**src/rtl/ta_adc_pack.sv**
```systemverilog
`default_nettype none
// ============================================================================
// Module   : ta_adc_pack
// Brief    : Multi-channel, trigger-gated ADC sample packer with decimation.
//            Packs PACK accepted samples per channel into one merge word and
//            emits cap_len words per capture window (single-shot or
//            continuous re-arm).
// Revision : 1.0 - initial release
// ============================================================================
module ta_adc_pack #(
    parameter int ADC_W = 14,
    parameter int CH    = 2,
    parameter int PACK  = 4,
    parameter int CNT_W = 16
) (
    input  logic                      clk250,
    input  logic                      rst,
    input  logic [CH*ADC_W-1:0]       adc_data,
    input  logic [CH-1:0]             adc_of,
    input  logic                      adc_vld,
    input  logic                      cap_trig,
    input  logic                      cap_abort,
    input  logic                      cap_mode,
    input  logic [CNT_W-1:0]          cap_len,
    input  logic [7:0]                cap_dec,
    output logic [CH*PACK*ADC_W-1:0]  merge_data,
    output logic                      merge_datv,
    output logic [CH-1:0]             merge_of,
    output logic                      cap_busy,
    output logic                      cap_cmpt,
    output logic                      cap_ovr
);

    localparam int c_IDX_W  = $clog2(PACK);
    localparam int c_WORD_W = CH * PACK * ADC_W;
    localparam logic [c_IDX_W-1:0] c_IDX_LAST = c_IDX_W'(PACK - 1);

    localparam logic [0:0] S_IDLE = 1'b0;
    localparam logic [0:0] S_RUN  = 1'b1;

    logic [0:0]          r_state;
    logic                r_trig_d;
    logic [CNT_W-1:0]    r_len;
    logic [7:0]          r_dec;
    logic [7:0]          r_dec_cnt;
    logic [c_IDX_W-1:0]  r_idx;
    logic [CNT_W-1:0]    r_wcnt;
    logic [c_WORD_W-1:0] r_pack;
    logic [CH-1:0]       r_of_acc;

    logic                w_trig_edge;
    logic                w_accept;
    logic                w_last;
    logic                w_win_end;
    logic [CNT_W-1:0]    w_wcnt_inc;
    logic [c_WORD_W-1:0] w_pack_nxt;
    logic [CH-1:0]       w_of_nxt;

    assign w_trig_edge = cap_trig & ~r_trig_d;
    assign w_accept    = (r_state == S_RUN) & adc_vld & (r_dec_cnt == 8'd0);
    assign w_last      = w_accept & (r_idx == c_IDX_LAST);
    assign w_wcnt_inc  = r_wcnt + 1'b1;
    assign w_win_end   = w_last & (w_wcnt_inc == r_len);
    assign w_of_nxt    = r_of_acc | adc_of;

    // Pack buffer with the current sample of every channel dropped into slot k.
    always_comb begin
        w_pack_nxt = r_pack;
        for (int c = 0; c < CH; c++) begin
            w_pack_nxt[(c * PACK + int'(r_idx)) * ADC_W +: ADC_W] = adc_data[c * ADC_W +: ADC_W];
        end
    end

    // Capture control FSM, decimation, packing and output registers.
    always_ff @(posedge clk250 or posedge rst) begin
        if (rst) begin
            r_state    <= S_IDLE;
            r_trig_d   <= 1'b0;
            r_len      <= '0;
            r_dec      <= '0;
            r_dec_cnt  <= '0;
            r_idx      <= '0;
            r_wcnt     <= '0;
            r_pack     <= '0;
            r_of_acc   <= '0;
            merge_data <= '0;
            merge_datv <= 1'b0;
            merge_of   <= '0;
            cap_busy   <= 1'b0;
            cap_cmpt   <= 1'b0;
            cap_ovr    <= 1'b0;
        end else begin
            r_trig_d   <= cap_trig;
            merge_datv <= 1'b0;
            cap_cmpt   <= 1'b0;
            cap_ovr    <= 1'b0;
            case (r_state)
                S_IDLE: begin
                    if (w_trig_edge) begin
                        if (cap_len != '0) begin
                            r_len     <= cap_len;
                            r_dec     <= cap_dec;
                            r_dec_cnt <= '0;
                            r_idx     <= '0;
                            r_wcnt    <= '0;
                            r_of_acc  <= '0;
                            r_state   <= S_RUN;
                            cap_busy  <= 1'b1;
                        end else begin
                            cap_ovr <= 1'b1;
                        end
                    end
                end
                S_RUN: begin
                    if (w_trig_edge) begin
                        cap_ovr <= 1'b1;
                    end
                    // Abort takes priority over any acceptance on the same edge.
                    if (cap_abort) begin
                        r_state  <= S_IDLE;
                        cap_busy <= 1'b0;
                    end else if (w_accept) begin
                        r_dec_cnt <= r_dec;
                        r_pack    <= w_pack_nxt;
                        r_of_acc  <= w_of_nxt;
                        r_idx     <= r_idx + 1'b1;
                        if (w_last) begin
                            merge_data <= w_pack_nxt;
                            merge_of   <= w_of_nxt;
                            merge_datv <= 1'b1;
                            r_of_acc   <= '0;
                            r_idx      <= '0;
                            r_wcnt     <= w_wcnt_inc;
                            if (w_win_end) begin
                                cap_cmpt <= 1'b1;
                                if (!cap_mode || (cap_len == '0)) begin
                                    r_state  <= S_IDLE;
                                    cap_busy <= 1'b0;
                                end else begin
                                    // Continuous re-arm: fresh window parameters.
                                    r_len     <= cap_len;
                                    r_dec     <= cap_dec;
                                    r_wcnt    <= '0;
                                    r_dec_cnt <= '0;
                                end
                            end
                        end
                    end else if (adc_vld) begin
                        r_dec_cnt <= r_dec_cnt - 1'b1;
                    end
                end
                default: begin
                    r_state  <= S_IDLE;
                    cap_busy <= 1'b0;
                end
            endcase
        end
    end

endmodule
`default_nettype wire

```
**config.mk**
```make
export PLATFORM = sky130hd
export DESIGN_NAME = ta_adc_pack
export DESIGN_NICKNAME = d
export VERILOG_FILES = /design/src/rtl/ta_adc_pack.sv
export SDC_FILE = /design/constraint.sdc
export NUM_CORES = 1
export LEC_CHECK = 0
export ABC_AREA = 1
export CORE_ASPECT_RATIO = 1.5
export CORE_MARGIN = 10
export CORE_UTILIZATION = 35
export DETAILED_ROUTE_END_ITERATION = 7
export PLACE_DENSITY = 0.51
export RECOVER_POWER = 100
export SLEW_MARGIN = 10
export SYNTH_ARGS = -nofsm -noshare
export SYNTH_HDL_FRONTEND = slang
export SYNTH_SLANG_ARGS = --single-unit
```
**constraint.sdc**
```tcl
create_clock -name clk250 -period 10 [get_ports clk250]
set_input_delay 2 -clock clk250 [delete_from_list [all_inputs] [get_ports clk250]]
set_output_delay 2 -clock clk250 [all_outputs]
set_load 0.1 [all_outputs]
```
**Word level (Yosys, flattened, before mapping)**

Index checks and enable logic that the tools add are counted.

- Bits in registers: 284
- Output and inout bits: 118
- Logic and storage cells: 136

- $add $sub $neg: 6
- Multipliers: 2
- Equality and inequality tests: 14
- Shift-type cells: 4
- Muxes and demuxes: 74
- Bitwise logic cells: 9
- Reductions and logical operators: 12

Operators by type and width:

| cell | count |
|---|---|
| bitwise mux 112 bit | 2 |
| 2-to-1 mux 16 bit | 14 |
| variable shift 14 x 33 -> 112 bit, first input constant | 2 |
| variable part select 14 x 33 -> 112 bit | 2 |
| 2-to-1 mux 8 bit | 15 |
| one-hot mux 16 bit (2 select lines) | 2 |
| negator 6 -> 33 bit | 1 |
| negator 8 -> 33 bit | 1 |
| one-hot mux 8 bit (2 select lines) | 2 |
| 2-to-1 mux 1 bit | 26 |
| adder 16 x 1 -> 16 bit, second input constant | 1 |
| == test 16 bit | 1 |
| zero test 16 bit | 1 |
| 2-to-1 mux 2 bit | 8 |
| nonzero test 16 bit | 1 |
| inequality test 3 x 2 -> 1 bit, second input constant | 5 |
| AND reduction 4 bit | 3 |
| zero test 8 bit | 1 |
| inequality test 2 bit, second input constant | 4 |
| one-hot mux 2 bit (2 select lines) | 2 |
| subtractor 8 x 1 -> 8 bit, second input constant | 1 |
| multiplier 4 x 3 -> 7 bit, second input constant | 1 |
| AND reduction 7 bit | 1 |
| inequality test 2 x 1 -> 1 bit, second input constant | 3 |
| other kinds (13) | 21 |

**Depth between registers and ports, before layout**

- Word-level depth: 9
- Gate-level depth with buffers: 20
- Mapped depth without buffers: 17

**Worst setup path after synthesis**

OpenSTA, ideal clock, no wires.

- Path type: input -> register
- From: input cap_len[9]
- To: register r_wcnt[0]
- Library setup time: 121 ps
- Arrival time: 3281 ps
- Required time: 9879 ps
- Path slack: 6598 ps
- Stages on the path: 11
- Buffers on the path: 1
- Cell sequence: nor3_1 -> nor3b_1 -> nand2_1 -> inv_1 -> nor3_1 -> nor2_1 -> nor2_1 -> clkbuf_1 -> inv_1 -> nand2_1 -> o21ai_1

- Longest elaborated chain between the ends: 8
- Elaborated cells on any way between the ends: 11

Ends and longest elaborated chain:

| item | RTL line | RTL |
|---|---|---|
| from (decl) | 24 | `input logic [CNT_W-1:0] cap_len,` |
| zero test 16 bit | 136 | `if (!cap_mode \|\| (cap_len == '0)) begin` |
| logical OR 1 bit | 136 |  |
| 2-to-1 mux 16 bit | 136 |  |
| 2-to-1 mux 16 bit | 134 | `if (w_win_end) begin` |
| 2-to-1 mux 16 bit | 127 | `if (w_last) begin` |
| 2-to-1 mux 16 bit | 122 | `end else if (w_accept) begin` |
| 2-to-1 mux 16 bit | 119 | `if (cap_abort) begin` |
| one-hot mux 16 bit (2 select lines) | 97 | `case (r_state)` |
| to (signal assigned) | 133 | `r_wcnt <= w_wcnt_inc;` |
| to (decl) | 47 | `logic [CNT_W-1:0] r_wcnt;` |

Several ways; a longest one is shown, not always the timed one. The select of a mux whose other input is x is not followed.
A chain may end at the register's enable or synchronous reset.

**Worst setup path after layout**

- From: input adc_vld
- To: register r_pack[0]

- Longest elaborated chain between the ends: 3

Ends and longest elaborated chain:

| item | RTL line | RTL |
|---|---|---|
| from (decl) | 20 | `input logic adc_vld,` |
| bitwise AND 1 bit (2 in series) | 60 | `assign w_accept = (r_state == S_RUN) & adc_vld & (r_dec_cnt == 8'd0);` |
| AND reduction 3 bit (no line) | -- |  |
| to (signal assigned) | 124 | `r_pack <= w_pack_nxt;` |
| to (decl) | 48 | `logic [c_WORD_W-1:0] r_pack;` |

No other way between the ends.

==> impl_metrics.json <==
{
  "worstMarginPinSlew_ns": 5.12,
  "antenna_found_initial": 0,
  "layout.cells.non_filler": 3001,
  "wl_per_cell_um": 21.0,
  "clk_latency_ns": 0.58,
  "vdd_ir_drop_max_mv": 0.139,
  "syn_area_um2": 15500,
  "synth_largest_area_cell": "dfrtp_1",
  "grt_pass1_vias": 15600,
  "n_antenna_cell": 0,
  "async_flop_share": 1.00,
  "dp_cells": 2952,
  "synth_ff_type": "dfrtp_1",
  "synthMuxAreaShare": 0.00129,
  "start_util": 0.353,
  "holdBufCountCts": 0,
  "pwr_density_cell_nw_per_um2": 233,
  "cp.arrival_ns": 7.14,
  "grt_pass1_wl_mm": 95.2,
  "fin_skew_ns": 0.0146,
  "routabilityCongestion": 0.948,
  "grt_max_degree": 158,
  "synth_edf_count": 0,
  "hold_viol": 0,
  "post_cts_buffers": 0,
  "critPathKind": "input port to flop",
  "critPathLaunchType": "input port",
  "drive_gt1_frac": 0.0421,
  "synth_xor_area_frac": 0.00453,
  "min_path_type": "flop to flop",
  "slew-limit-headroom": -2.41,
  "gr-total-overflow": 0,
  "ys_seq_area_frac": 0.430,
  "port_buffers": 177,
  "track_usage": 0.232,
  "htreeDepth": 1,
  "swShare": 0.474,
  "die-area_um2": 53200,
  "cts_root_buf": "clkbuf_16",
  "num_rows": 94,
  "first_pass_iters": 6,
  "fin_crit_ns": 6.80,
  "post_cts_resize_count": 0,
  "setup_tns_ns": 0,
  "synth_cell_types": 43,
  "rsz0062_at_grt": "false",
  "yosysMostFrequentCell": "nand2_1",
  "synth-compound-area-share": 0.0950,
  "clkPwrFrac": 0.252,
  "period_share": 0.680,
  "crit_path_end_kind": "flop",
  "p_int_uw": 2270,
  "combPwrFrac": 0.455,
  "drt_iter0_markers": 1386,
  "synth_cells": 2299,
  "final_core_util": 0.424,
  "post-route-drc-count": 0,
  "failed_checks": "max-capacitance violations, max-slew violations",
  "nets": 2478,
  "synth_top_area_share": 0.430,
  "power_leakage_uw": 0.00956,
  "synth_top_family_by_area": "simple AND/OR/NAND/NOR gates",
  "clk_pin_slew_ns": 0.06,
  "fmax_ghz": 0.147,
  "yosys.area_share.adder": 0.00890,
  "dr_total_vias": 15600,
  "syn-num-nets": 2370,
  "p_switching_uw": 2040,
  "die_x_um": 192,
  "hpwl_mm": 46.6,
  "cts_inserted_buffers": 29,
  "ys_ff_latch": 266,
  "cts.sinks": 266,
  "synth-simple-area-share": 0.392,
  "status": "finished with violations",
  "clock_path_buffers": 3,
  "core-area_um2": 43800,
  "syn2layout_area_growth_pct": 19.9,
  "pwr-share-seq": 0.293,
  "cp.required_ns": 10.34,
  "synthTopCellsByArea": "dfrtp_1, nand2_1, nand3_1, nor2_1, o21ai_0",
  "cts_tree": "built",
  "synthTopCellsByCount": "nand2_1, dfrtp_1, nand3_1, nor2_1, inv_1",
  "ios": 178,
  "routed_via_density": 5.19,
  "final-setup-viol-count": 0,
  "finalMaxSlewViolations": 253,
  "power_uw": 4310,
  "drt-total-wl_mm": 62.9,
  "dieHeight_um": 277,
  "drv_cap": 5,
  "cp_max_fo": 52,
  "avgSynthCellArea_um2": 6.73,
  "synth_warnings": 0,
  "ant_nets": 0
}
==> state kept, by name, indices dropped and copies added, names as in the netlist, 2 cells and up <==
name        count
merge_data    112
r_pack         94
r_len          16
r_wcnt         16
r_dec           8
r_dec_cnt       8
merge_of        2
r_idx           2
r_of_acc        2
==> routing by layer <==
layer,global-route usage,wire length (um)
met1,0.253,23700
met2,0.417,32200
met3,0.0335,3010
met4,0.135,3990
met5,0,0
==> critical path, cell delays in order <==
cell and delay (ns):
dlygate4sd3_1 0.54, nand2_1 0.06, nor2_1 0.16, nand2_1 0.19, nor2_4 0.11, clkbuf_1 1.75, clkbuf_1 2.07, o21ai_0 0.22
==> cell families (layout without fill, tap and decap cells) <==
family,count (synthesis),count (layout)
simple gates,1488,1488
flops,266,266
buf+inv,263,389
xor+xnor,8,8
fa+ha+maj,11,11
mux,2,2
compound gates,261,261
==> layout by cell type (no fill, tap or decap), types with 38 or more instances in the layout <==
master	instances
nand2_1	1061
dfrtp_1	266
nand3_1	230
nor2_1	138
dlygate4sd3_1	122
inv_1	118
o21ai_0	116
clkdlybuf4s50_1	55
a21oi_1	38
o21ai_1	38
==> path summary, 6_finish.rpt <==
kind | from | endpoint | slack [ns] | depth (start not counted)
hold / removal | r_len[9] | r_len[9] | 0.47 | 2
max in group asynchronous | rst | merge_data[53] | 4.23 | 2
setup reg to reg | r_idx[0] | merge_data[8] | 4.31 | 9
hold reg to reg | r_len[9] | r_len[9] | 0.47 | 2
setup / recovery | adc_vld | r_pack[0] | 3.20 | 8
min in group asynchronous | rst | merge_data[74] | 3.42 | 2
==> per-stage QoR <==
stage / worst slack (ns) / hold slack [ns] / area [um^2]
after global placement: 4.80 / 0.455 / 17700
after global routing: 2.72 / 0.484 / 18500
after floorplan: 0.675 / 0.442 / 15500
final: 3.20 / 0.470 / 18500
after CTS: 5.13 / 0.475 / 18600
after detailed placement: 4.76 / 0.460 / 17700
==> layout make-up <==
type | instances | area (um^2)
Timing Repair Buffer | 202 | 1960
Multi-Input combinational cell | 1770 | 7750
Inverter | 138 | 522
Sequential cell | 266 | 6660
Clock buffer | 38 | 810
Fill cell | 4685 | 25200
Tap cell | 576 | 721
Clock inverter | 11 | 121
==> power by group through the flow <==
| stage | clock [uW] | sequential [uW] | combinational [uW] |
|---|---|---|---|
| floorplan | 0 | 1290 | 1160 |
| global placement | 0 | 1280 | 1940 |
| detailed placement | 0 | 1280 | 1940 |
| CTS | 1110 | 1260 | 1940 |
| global route | 1150 | 1280 | 2100 |
| finish | 1090 | 1260 | 1960 |
(Power assumes the default switching activity.)
